### config.mk
export PLATFORM = sky130hd
export DESIGN_NAME = buffer_read_ctrl
export DESIGN_NICKNAME = d
export VERILOG_FILES = /design/src/rtl/buffer_pkg.sv /design/src/rtl/ptr_wrap_counter.sv /design/src/rtl/buffer_read_ctrl.sv
export SDC_FILE = /design/constraint.sdc
export NUM_CORES = 1
export LEC_CHECK = 0
export BUFFER_PORTS_ARGS = -buffer_cell sky130_fd_sc_hd__buf_2
export CAP_MARGIN = 20
export CORE_UTILIZATION = 45
export CTS_CLUSTER_SIZE = 30
export DETAILED_ROUTE_END_ITERATION = 16
export PLACE_DENSITY_LB_ADDON = 0.08
export SLEW_MARGIN = 5
export SYNTH_ARGS = -nofsm -noshare
export SYNTH_HDL_FRONTEND = slang
export SYNTH_SLANG_ARGS = --single-unit
### constraint.sdc
create_clock -name clk -period 2.3 [get_ports clk]
set_clock_uncertainty 0.15 [all_clocks]
set_input_delay 0.115 -clock clk [delete_from_list [all_inputs] [get_ports clk]]
set_output_delay 0.115 -clock clk [all_outputs]
set_load 0.01 [all_outputs]
### src/rtl/buffer_pkg.sv
// Shared defaults for the buffer read controller: word width, address width,
// push/pop widths and the occupancy-counter width helper.
package buffer_pkg;

  localparam int DEF_DATA_WIDTH = 16;
  localparam int DEF_ADDR_WIDTH = 3;
  localparam int DEF_PAR_WRITE  = 2;
  localparam int DEF_PAR_READ   = 1;

  // Occupancy needs one extra bit so a completely full buffer (count = D) fits.
  function automatic int cnt_width(input int addr_width);
    return addr_width + 1;
  endfunction

  localparam int DEF_CNT_WIDTH = cnt_width(DEF_ADDR_WIDTH);

endpackage

### src/rtl/ptr_wrap_counter.sv
// Buffer pointer: advances by a fixed step and wraps by natural truncation
// to WIDTH bits. Synchronous reset and synchronous clear both return it to 0.
module ptr_wrap_counter #(
  parameter int WIDTH = 3,
  parameter int STEP  = 1
) (
  input  logic             clk,
  input  logic             rst,
  input  logic             clr,
  input  logic             en,
  output logic [WIDTH-1:0] value
);

  logic [WIDTH-1:0] value_reg;

  // Pointer register: reset/clear to 0, otherwise step when enabled.
  always_ff @(posedge clk) begin
    if (rst || clr) begin
      value_reg <= '0;
    end else if (en) begin
      value_reg <= value_reg + WIDTH'(STEP);
    end
  end

  assign value = value_reg;

endmodule

### src/rtl/buffer_read_ctrl.sv
// Read-side controller for a circular word buffer. The writer commits
// PAR_WRITE words per push at waddr; this block tracks occupancy, steps the
// read pointer and registers PAR_READ words per beat onto a valid/ready
// output. Optional sticky overflow flag: define BUFFER_READ_CTRL_OVF_EN.
module buffer_read_ctrl
  import buffer_pkg::*;
#(
  parameter int DATA_WIDTH = DEF_DATA_WIDTH,
  parameter int ADDR_WIDTH = DEF_ADDR_WIDTH,
  parameter int PAR_WRITE  = DEF_PAR_WRITE,
  parameter int PAR_READ   = DEF_PAR_READ
) (
  input  logic                           clk,
  input  logic                           rst,
  input  logic                           flush,
  input  logic                           wen,
  output logic [ADDR_WIDTH-1:0]          waddr,
  output logic                           full,
  output logic [ADDR_WIDTH-1:0]          raddr,
  input  logic [PAR_READ*DATA_WIDTH-1:0] buf_dout,
  output logic [PAR_READ*DATA_WIDTH-1:0] dout,
  output logic                           out_valid,
  input  logic                           out_ready,
  output logic                           empty,
  output logic [ADDR_WIDTH:0]            count,
  output logic                           ovf
);

  localparam int DEPTH     = 1 << ADDR_WIDTH;
  localparam int CNT_WIDTH = cnt_width(ADDR_WIDTH);

  localparam logic [CNT_WIDTH-1:0] DEPTH_C = CNT_WIDTH'(DEPTH);
  localparam logic [CNT_WIDTH-1:0] PW_C    = CNT_WIDTH'(PAR_WRITE);
  localparam logic [CNT_WIDTH-1:0] PR_C    = CNT_WIDTH'(PAR_READ);

  // A push or beat wider than the whole buffer can never be satisfied.
  if (PAR_WRITE > DEPTH || PAR_READ > DEPTH || PAR_WRITE < 1 || PAR_READ < 1) begin : g_param_check
    $error("buffer_read_ctrl: PAR_WRITE and PAR_READ must be in 1..2**ADDR_WIDTH");
  end

  logic [CNT_WIDTH-1:0]           count_reg;
  logic [CNT_WIDTH-1:0]           count_next;
  logic                           out_valid_reg;
  logic [PAR_READ*DATA_WIDTH-1:0] dout_reg;
  logic                           push;
  logic                           load;

  // Flags come from the registered count only, so wen/out_ready never
  // reach full/empty combinationally.
  assign full  = (DEPTH_C - count_reg) < PW_C;
  assign empty = count_reg < PR_C;

  // A push is accepted only when there is room; a load happens whenever a
  // full beat is stored and the output register is free or being drained.
  assign push = wen && !full;
  assign load = (count_reg >= PR_C) && (!out_valid_reg || out_ready);

  // Occupancy after this cycle's accepted push and/or load.
  always_comb begin
    count_next = count_reg;
    if (push) begin
      count_next = count_next + PW_C;
    end
    if (load) begin
      count_next = count_next - PR_C;
    end
  end

  // Occupancy register: reset and flush both empty the buffer.
  always_ff @(posedge clk) begin
    if (rst || flush) begin
      count_reg <= '0;
    end else begin
      count_reg <= count_next;
    end
  end

  // Output valid: set on a load, dropped once the consumer takes the beat.
  always_ff @(posedge clk) begin
    if (rst || flush) begin
      out_valid_reg <= 1'b0;
    end else if (load) begin
      out_valid_reg <= 1'b1;
    end else if (out_ready) begin
      out_valid_reg <= 1'b0;
    end
  end

  // Output data lanes: capture the buffer words on a load, hold otherwise.
  for (genvar gi = 0; gi < PAR_READ; gi++) begin : g_lane
    always_ff @(posedge clk) begin
      if (rst) begin
        dout_reg[DATA_WIDTH*(gi+1)-1 -: DATA_WIDTH] <= '0;
      end else if (load && !flush) begin
        dout_reg[DATA_WIDTH*(gi+1)-1 -: DATA_WIDTH] <= buf_dout[DATA_WIDTH*(gi+1)-1 -: DATA_WIDTH];
      end
    end
  end

  ptr_wrap_counter #(
    .WIDTH (ADDR_WIDTH),
    .STEP  (PAR_WRITE)
  ) u_wptr (
    .clk   (clk),
    .rst   (rst),
    .clr   (flush),
    .en    (push),
    .value (waddr)
  );

  ptr_wrap_counter #(
    .WIDTH (ADDR_WIDTH),
    .STEP  (PAR_READ)
  ) u_rptr (
    .clk   (clk),
    .rst   (rst),
    .clr   (flush),
    .en    (load),
    .value (raddr)
  );

`ifdef BUFFER_READ_CTRL_OVF_EN
  logic ovf_reg;

  // Sticky overflow: a push attempted while full; only reset clears it.
  always_ff @(posedge clk) begin
    if (rst) begin
      ovf_reg <= 1'b0;
    end else if (wen && full && !flush) begin
      ovf_reg <= 1'b1;
    end
  end

  assign ovf = ovf_reg;
`else
  assign ovf = 1'b0;
`endif

  assign dout      = dout_reg;
  assign out_valid = out_valid_reg;
  assign count     = count_reg;

endmodule

Word level (Yosys, flattened, before mapping)
Index checks and enable logic that the tools add are counted.

word-level totals
  output and inout bits = 30
  word-level logic and storage cells = 26
  bits of input ports = 21
  register bits = 27

cells by class
  reductions and logical operators = 9
  $add $sub $neg = 5
  mux-type cells = 4
  order comparisons = 3

operators by type and width
  operator                                                                count
  4-bit 2-to-1 mux                                                        2
  4-bit by 2-bit adder with 4-bit output (second input constant)          1
  4-bit by 1-bit >= comparator with 1-bit output (second input constant)  1
  4-bit by 1-bit < comparator with 1-bit output (second input constant)   1
  4-bit by 2-bit < comparator with 1-bit output (second input constant)   1
  4-bit by 1-bit subtractor with 4-bit output (second input constant)     1
  4-bit subtractor (first input constant)                                 1
  3-bit by 1-bit adder with 3-bit output (second input constant)          1
  3-bit by 2-bit adder with 3-bit output (second input constant)          1
  1-bit logical AND                                                       3
  1-bit zero test                                                         3
  1-bit logical OR                                                        2
  1-bit 2-to-1 mux                                                        2
  2-bit nonzero test                                                      1

Depth between registers and ports, before layout
Gate-level depths: netlist of the first run.

  depth in word-level cells = 7
  mapped depth = 10
  depth with buffers taken out = 10

Hierarchy
Synthesis of the first run repeated with hierarchy kept, for this count alone.

unflattened totals
  cell total of the unflattened synthesis = 142
  area, all modules = 1326.3 um^2

modules (own cells, without submodules)
  module                     cells each  instances  area each (um^2)  sequential area each (um^2)
  buffer_read_ctrl           122         1          1099.8            420.4
  ptr_wrap_counter (u_rptr)  11          1          131.4             60.1
  ptr_wrap_counter (u_wptr)  9           1          95.1              40.0

Worst setup path after synthesis of the first run
Ideal clock, no wire load.

  kind = register to register
  start point = register count_reg[0], in the netlist count[0]
  end point = register count_reg[1], in the netlist count[1]
  clock period less this slack = 2.129 ns
  data required time = 2.080 ns
  slack = 0.171 ns
  setup time = 0.070 ns
  cell stages (with the launch flop) = 11
  arrival time = 1.909 ns
  path buffers = 0
  cells stage by stage = dfxtp_1 > inv_1 > ha_1 > xnor2_1 > nor2_2 > a21boi_2 > xnor2_1 > ha_1 > nand2_1 > nand2_1 > a21oi_1

on the way
  cells in the longest elaborated chain, start to end = 7
  elaborated cells on any way between the ends = 10
  those cells by class = add/sub (3); order compare (2); mux (2); reduce/logical (3)

ends and longest elaborated chain
  what                                           line                    RTL
  start: declaration                             buffer_read_ctrl.sv:41  logic [CNT_WIDTH-1:0] count_reg;
  start signal: assignment                       buffer_read_ctrl.sv:74  count_reg <= count_next;
  4-bit subtractor                               buffer_read_ctrl.sv:50  assign full = (DEPTH_C - count_reg) < PW_C;
  4-bit by 2-bit < comparator with 1-bit output  buffer_read_ctrl.sv:50
  1-bit zero test                                buffer_read_ctrl.sv:55  assign push = wen && !full;
  1-bit logical AND                              buffer_read_ctrl.sv:55
  4-bit 2-to-1 mux                               buffer_read_ctrl.sv:61  if (push) begin
  4-bit by 1-bit subtractor with 4-bit output    buffer_read_ctrl.sv:65  count_next = count_next - PR_C;
  4-bit 2-to-1 mux (*)                           buffer_read_ctrl.sv:64  if (load) begin

Mark *: on every way between the ends. The rest lies on a longest branch, timed or not.
A chain may end at the register's enable or synchronous reset.

Final worst setup path of the first run
Same ends and word-level chain as after synthesis.

==> metrics.cfg, run 1 <==
[die]
io_pins = 51
start_util_pct = 48.77
die_h_um = 54.52
core_area_mm2 = 0.002545
num_rows = 18
dieArea_mm2 = 0.002972
dieWidth_um = 54.52

[setup_path]
worstSetupEndpointType = flip-flop
slowest_delay_ns = 0.47
arrival_ns = 2.25
criticalPathCategory = reg2reg
slowest_stage = dfxtp_1
critPathTopFamily = adder cells
path_max_fanout = 7
crit_chain = inv_1, ha_1, xnor2_1, nor2_2, a21boi_2, xnor2_1, ha_1, nand2_1, nand2_1, a21oi_1
worst-path-stages = 10
path_buf_inv = 1
required_ns = 2.42
cp-start-kind = flip-flop
r2r_cells = 10

[grt]
grt-ovfl-total = 0
grt.total_usage_pct = 20.60
grt_pass1_wl_mm = 4.305
first_global_vias = 1068
grt_max_degree = 19
antenna_found_initial = 0

[final_layout]
nets = 238
drive_gt1_share_pct = 30.62
final_cell_mix = buf_2 (48), nand2_1 (42), dfxtp_1 (26)
largest_register_ffs = 16
diodes = 0
area_delta_synth_final_pct = 38.31
final_common_cell = buf_2
multi_input_area_um2 = 653.1
register_area_um2 = 520.5
fill_cells = 234
final_area_mm2 = 0.001717

[logic_synthesis]
synth_seq_cells = 26
ys_warn_count = 0
ys_types = 31
synth_area_per_cell_um2 = 8.619
syn_inst = 144
synth.cell_area_mm2 = 0.001241
synth-seq-area-share_pct = 41.94

[sta]
max_freq_mhz = 469.4
whs_ns = 0.08754
timing.final.crit_share_pct = 92.62
fin_setup_tns_ns = 0
period_needed_ns = 2.130
slew_viol_final = 0
hold_violations = 0
finalSetupViolCount = 0
setup_slack_ns = 0.1697
rsz0062_at_grt = no

[clock_tree]
ctsRootBufferMaster = clkbuf_4
cts_resized = 0
clock-sinks = 26
cts_setup_buffers = 0
clk_pin_slew_ns = 0.14
cts_tree = done
numCtsBuffers = 3
cts-htree-levels = 1
clk_path_buf_depth = 2
clk_latency_ns = 0.32
hold_buffers = 19

[drt]
drtIter0Drc = 10
drc_errors = 0
via_count = 1151
wl_per_cell_um = 10.93
drt-total-wl_mm = 2.612
antenna_left = 0
firstDrtPassIters = 3
via_per_inst = 4.816

[outcome]
run_status = completed

[power_and_ir_drop]
vdd_drop_max_v = 0.0009845
p_per_area_mw_per_mm2 = 1526
leakage_nw = 0.7974

[worst_hold_path]
hp-class = in2reg
holdPathStages = 5

[placed_design]
placed_area_mm2 = 0.001474
port_buffers = 48
finalWeightedCongestion = 0.8813
dpl_worst_slack_ns = 0.1856
hpwl_mm = 1.883

[run]
maxCapViolations = 0

-- worst min-delay path, delay by kind of cell --
family                 cells  cell delay [ns]
and+or+nand+nor            3             0.25
buffers and inverters      1             0.10
muxes                      1             0.06
-- final timing paths --
path / slack [ns] / to / from
max: 0.17 / count[1] / count[0]
min: 0.09 / count[3] / wen
max reg2reg: 0.17 / count[1] / count[0]
min reg2reg: 0.31 / dout[5] / dout[5]
-- logic make-up after synthesis --
family          share of synthesized area, %
simple gates                           23.89
flops                                  41.94
compound gates                         12.90
buf+inv                                5.745
fa+ha+maj                              7.056
xor+xnor                               4.940
mux                                    3.226
other cells                           0.3021
-- power breakdown --
part           internal, mW  leakage [nW]  switching (mW)
registers             0.606         0.212           0.123
logic                 0.686         0.558           0.888
clock network         0.176        0.0279           0.139
total                  1.47         0.797            1.15
-- per-stage QoR --
stage | util (%) | std cells | power, mW
after floorplan | - | 145 | 1.950
after global placement | 57.92 | 216 | 2.258
after detailed placement | 57.92 | 216 | 2.316
after CTS | 67.45 | 239 | 2.653
after global routing | 67.45 | 239 | 2.869
final | 67.45 | 239 | 2.619
-- cell usage after synthesis --
library cell / n / area, um2
conb_1: 1 / 3.750
nor4_1: 2 / 12.51
dfxtp_1: 26 / 520.5
nand2_1: 42 / 157.7
nor2_1: 6 / 22.52
ha_1: 7 / 87.58
nand3b_1: 1 / 7.510
xor2_1: 2 / 17.52
mux2i_1: 4 / 40.04
nand2b_1: 1 / 6.260
and2_2: 1 / 7.510
nand2b_2: 1 / 8.760
a21bo_2: 2 / 20.02
nor2_2: 1 / 6.260
a31oi_1: 1 / 6.260
buf_4: 3 / 22.52
or2_2: 1 / 6.260
a21boi_2: 1 / 11.26
inv_1: 4 / 15.01
nand2b_4: 1 / 13.76
nand4_1: 1 / 6.260
xnor2_1: 5 / 43.79
buf_6: 2 / 22.52
nor3b_4: 1 / 18.77
a31o_1: 1 / 8.760
clkbuf_1: 3 / 11.26
or3_1: 1 / 6.260
a21oi_1: 19 / 95.09
nor2_4: 1 / 11.26
nand3_1: 1 / 5.000
a21boi_4: 1 / 18.77
-- routing by layer --
metal  track usage (%)  vias up  part of all wire [%]
li1                  -      596                     -
met1             21.89      519                    44
met2             38.82       32                    50
met3             3.889        4                   4.5
met4             8.974        0                   1.3
met5                 0        -                     0
-- final cells by class --
cell class	instances	area share, %
repair buffers	68	25.51
clock buffers	3	1.312
multi-input cells	107	38.05
flip-flops and latches	26	30.32
clock inverters	1	1.749
inverters	4	0.8746
well taps	30	2.187
Note: power is estimated with default switching activity, not from simulation.
==> run 2, diff against run 1 <==
- ABC_AREA: not set -> 1
- SLEW_MARGIN: 5 -> 30
==> metrics.cfg, run 2 <==
[drt]
antenna_left = 0  ; unchanged
drt-total-wl_mm = 2.795  ; +7.0%
firstDrtPassIters = 4  ; +1
via_per_inst = 4.897  ; +1.7%
wl_per_cell_um = 11.05  ; +1.1%
drtIter0Drc = 16  ; +6
via_count = 1239  ; +7.6%
drc_errors = 0  ; unchanged

[worst_hold_path]
hp-class = in2reg

[logic_synthesis]
synth_area_per_cell_um2 = 7.639  ; -11%
ys_dominant_reg_cell = dfxtp_1
synth-edff-count = 0  ; unchanged
synth_area_leader_cell = dfxtp_1
synth_seq_cells = 26  ; unchanged
syn_inst = 161  ; +12%
synthMostInstantiatedCell = nand2_1
ys_types = 23  ; -26%
ys_warn_count = 0  ; unchanged
synth.cell_area_mm2 = 0.001230  ; -0.91%
synth_area_leaders = dfxtp_1 (42%), nand2_1 (10%), a21oi_1 (9.0%)
synth_top_area_share_pct = 42.32  ; +0.38 points
synthArstFlopShare_pct = 0  ; unchanged
synth-seq-area-share_pct = 42.32  ; +0.38 points
synthTopCellsByCount = nand2_1 (33), dfxtp_1 (26), a21oi_1 (22)

[setup_path]
critPathTopFamily = simple AND/OR/NAND/NOR gates
slowest_delay_ns = 0.40  ; -0.07 ns
r2r_slack_ns = 0.23  ; +0.06 ns
arrival_ns = 2.14  ; -0.11 ns
slowest_stage = dfxtp_1
worstSetupEndpointType = flip-flop
path_buf_inv = 2  ; +1
crit_chain = inv_1, ha_1, inv_1, nand2_1, nor2_1, nand2_2, nand2_4, nand2_1, nand2_2, ha_1, nand2_1, o21ai_0, a21oi_1
path_max_fanout = 6  ; -1
criticalPathCategory = reg2reg
cp-start-kind = flip-flop
required_ns = 2.37  ; -0.05 ns
cp_common_cell = nand2_1

[grt]
grt_most_used_layer = met2
grt_util_met2_pct = 40.04  ; +1.2 points
grt_use_met1_pct = 22.97  ; +1.1 points
grt.total_usage_pct = 21.26  ; +0.66 points
grt-ovfl-total = 0  ; unchanged
grt_pass1_wl_mm = 4.505  ; +4.6%
grt_max_degree = 25  ; +6
antenna_found_initial = 0  ; unchanged
first_global_vias = 1124  ; +5.2%
use_met3_pct = 3.611  ; -0.28 points

[die]
core_area_mm2 = 0.002522  ; -0.88%
num_rows = 18  ; unchanged
io_pins = 51  ; unchanged
dieWidth_um = 54.28  ; -0.44%
dieArea_mm2 = 0.002946  ; -0.88%
start_util_pct = 48.76  ; about the same
die_h_um = 54.28  ; -0.44%

[clock_tree]
clk_latency_ns = 0.31  ; about the same
cts-htree-levels = 1  ; unchanged
clk_path_buf_depth = 2  ; unchanged
clock-sinks = 26  ; unchanged
clk_pin_slew_ns = 0.13  ; about the same
ctsRootBufferMaster = clkbuf_4
cts_tree = done
numCtsBuffers = 3  ; unchanged
cts_resized = 0  ; unchanged

[power_and_ir_drop]
p_per_area_mw_per_mm2 = 1304  ; -15%
vdd_drop_max_v = 0.0009832  ; -0.13%
leakage_nw = 0.8151  ; +2.2%

[final_layout]
drive_gt1_share_pct = 28.70  ; -1.9 points
area_delta_synth_final_pct = 34.79
final_area_mm2 = 0.001658  ; -3.4%
final_common_cell = buf_2
fill_cells = 230  ; -1.7%
nets = 253  ; +6.3%
largest_register_ffs = 16  ; unchanged
final_cell_mix = buf_2 (48), nand2_1 (33), dfxtp_1 (26)
diodes = 0  ; unchanged

[sta]
finalSetupViolCount = 0  ; unchanged
period_needed_ns = 2.073  ; -0.05711 ns
rsz0062_at_grt = no
worst_pin_slew_ns = 0.5221
fin_setup_tns_ns = 0  ; unchanged
timing.final.crit_share_pct = 90.14  ; -2.5 points
slew_viol_final = 0  ; unchanged
relSlewSlack_pct = 65.07
hold_violations = 0  ; unchanged
max_freq_mhz = 482.4  ; +2.8%

[outcome]
run_status = completed

[placed_design]
port_buffers = 48  ; unchanged
placed_area_mm2 = 0.001465  ; -0.59%
finalWeightedCongestion = 0.7234  ; -18%
hpwl_mm = 1.864  ; -1.0%

[run]
maxCapViolations = 0  ; unchanged

## run 2: cell types whose count changed after synthesis, sizes merged, moves of 3 or more
cell,before,now
a21oi,19,22
o21ai,0,6
mux2i,4,0
xnor2,5,1
inv,4,15
nand3,1,21
nand2b,3,0
## run 2: logic make-up after synthesis
kind of cell / after synthesis / share of synthesized area (%)
AO/OA/AOI/OAI: 29 / 12.00
flip-flops: 26 / 42.32
adder cells (fa/ha/maj): 7 / 7.121
other: 1 / 0.3049
buffers and inverters: 24 / 9.460
XOR/XNOR: 1 / 0.7122
AND/OR/NAND/NOR: 73 / 28.08
## run 2: worst paths after layout
| kind | from | endpoint | cells past startpoint |
|---|---|---|---|
| setup / recovery | count[0] | count[2] | 13 |
| hold / removal | rst | dout[4] | 2 |
| setup reg to reg | count[0] | count[2] | 13 |
| hold reg to reg | dout[4] | dout[4] | 2 |
## run 2: layout make-up
class	count	area (um2)	share of cell area, %
Timing Repair Buffer	66	417.9	25.21
Multi-Input combinational cell	112	596.8	36.00
Clock buffer	3	22.52	1.358
Sequential cell	26	520.5	31.40
Inverter	16	62.56	3.774
Tap cell	30	37.54	2.264
## run 2: worst register-to-register path: cells and delay by family (launching register included)
kind / cells / cell delay (ns)
flip-flops: 1 / 0.40
adder cells (fa/ha/maj): 2 / 0.45
buffers and inverters: 2 / 0.19
AO/OA/AOI/OAI: 2 / 0.23
AND/OR/NAND/NOR: 7 / 0.55
## run 2: timing repair
| item | in CTS | in global routing |
|---|---|---|
| hold endpoints to repair | 17 | 0 |
| hold buffers | 17 | 0 |
| buffers inserted | 0 | 0 |
## run 2: power breakdown
part | internal [mW] | switching (mW) | total, mW
logic | 0.453 | 0.815 | 1.27
clock network | 0.0613 | 0.126 | 0.187
registers | 0.604 | 0.102 | 0.706
## run 2: layer usage
layer	vias to the layer above	share of wire (%)
met2	44	52
met4	0	1.5
met1	552	42
li1	637	-
met5	-	0
met3	6	5.2
## run 2: per-stage QoR
step	hold slack (ns)	cells	power (mW)	setup slack, ns	util (%)
2_1_floorplan	0.1294	162	1.679	0.3595	-
3_3_place_gp	0.2377	233	1.929	0.3552	58.09
3_5_place_dp	0.2424	233	1.968	0.2519	58.09
4_1_cts	0.009530	253	2.180	0.2240	65.72
5_1_grt	0.009520	253	2.390	0.02743	65.72
6_report	0.02128	253	2.161	0.2269	65.72
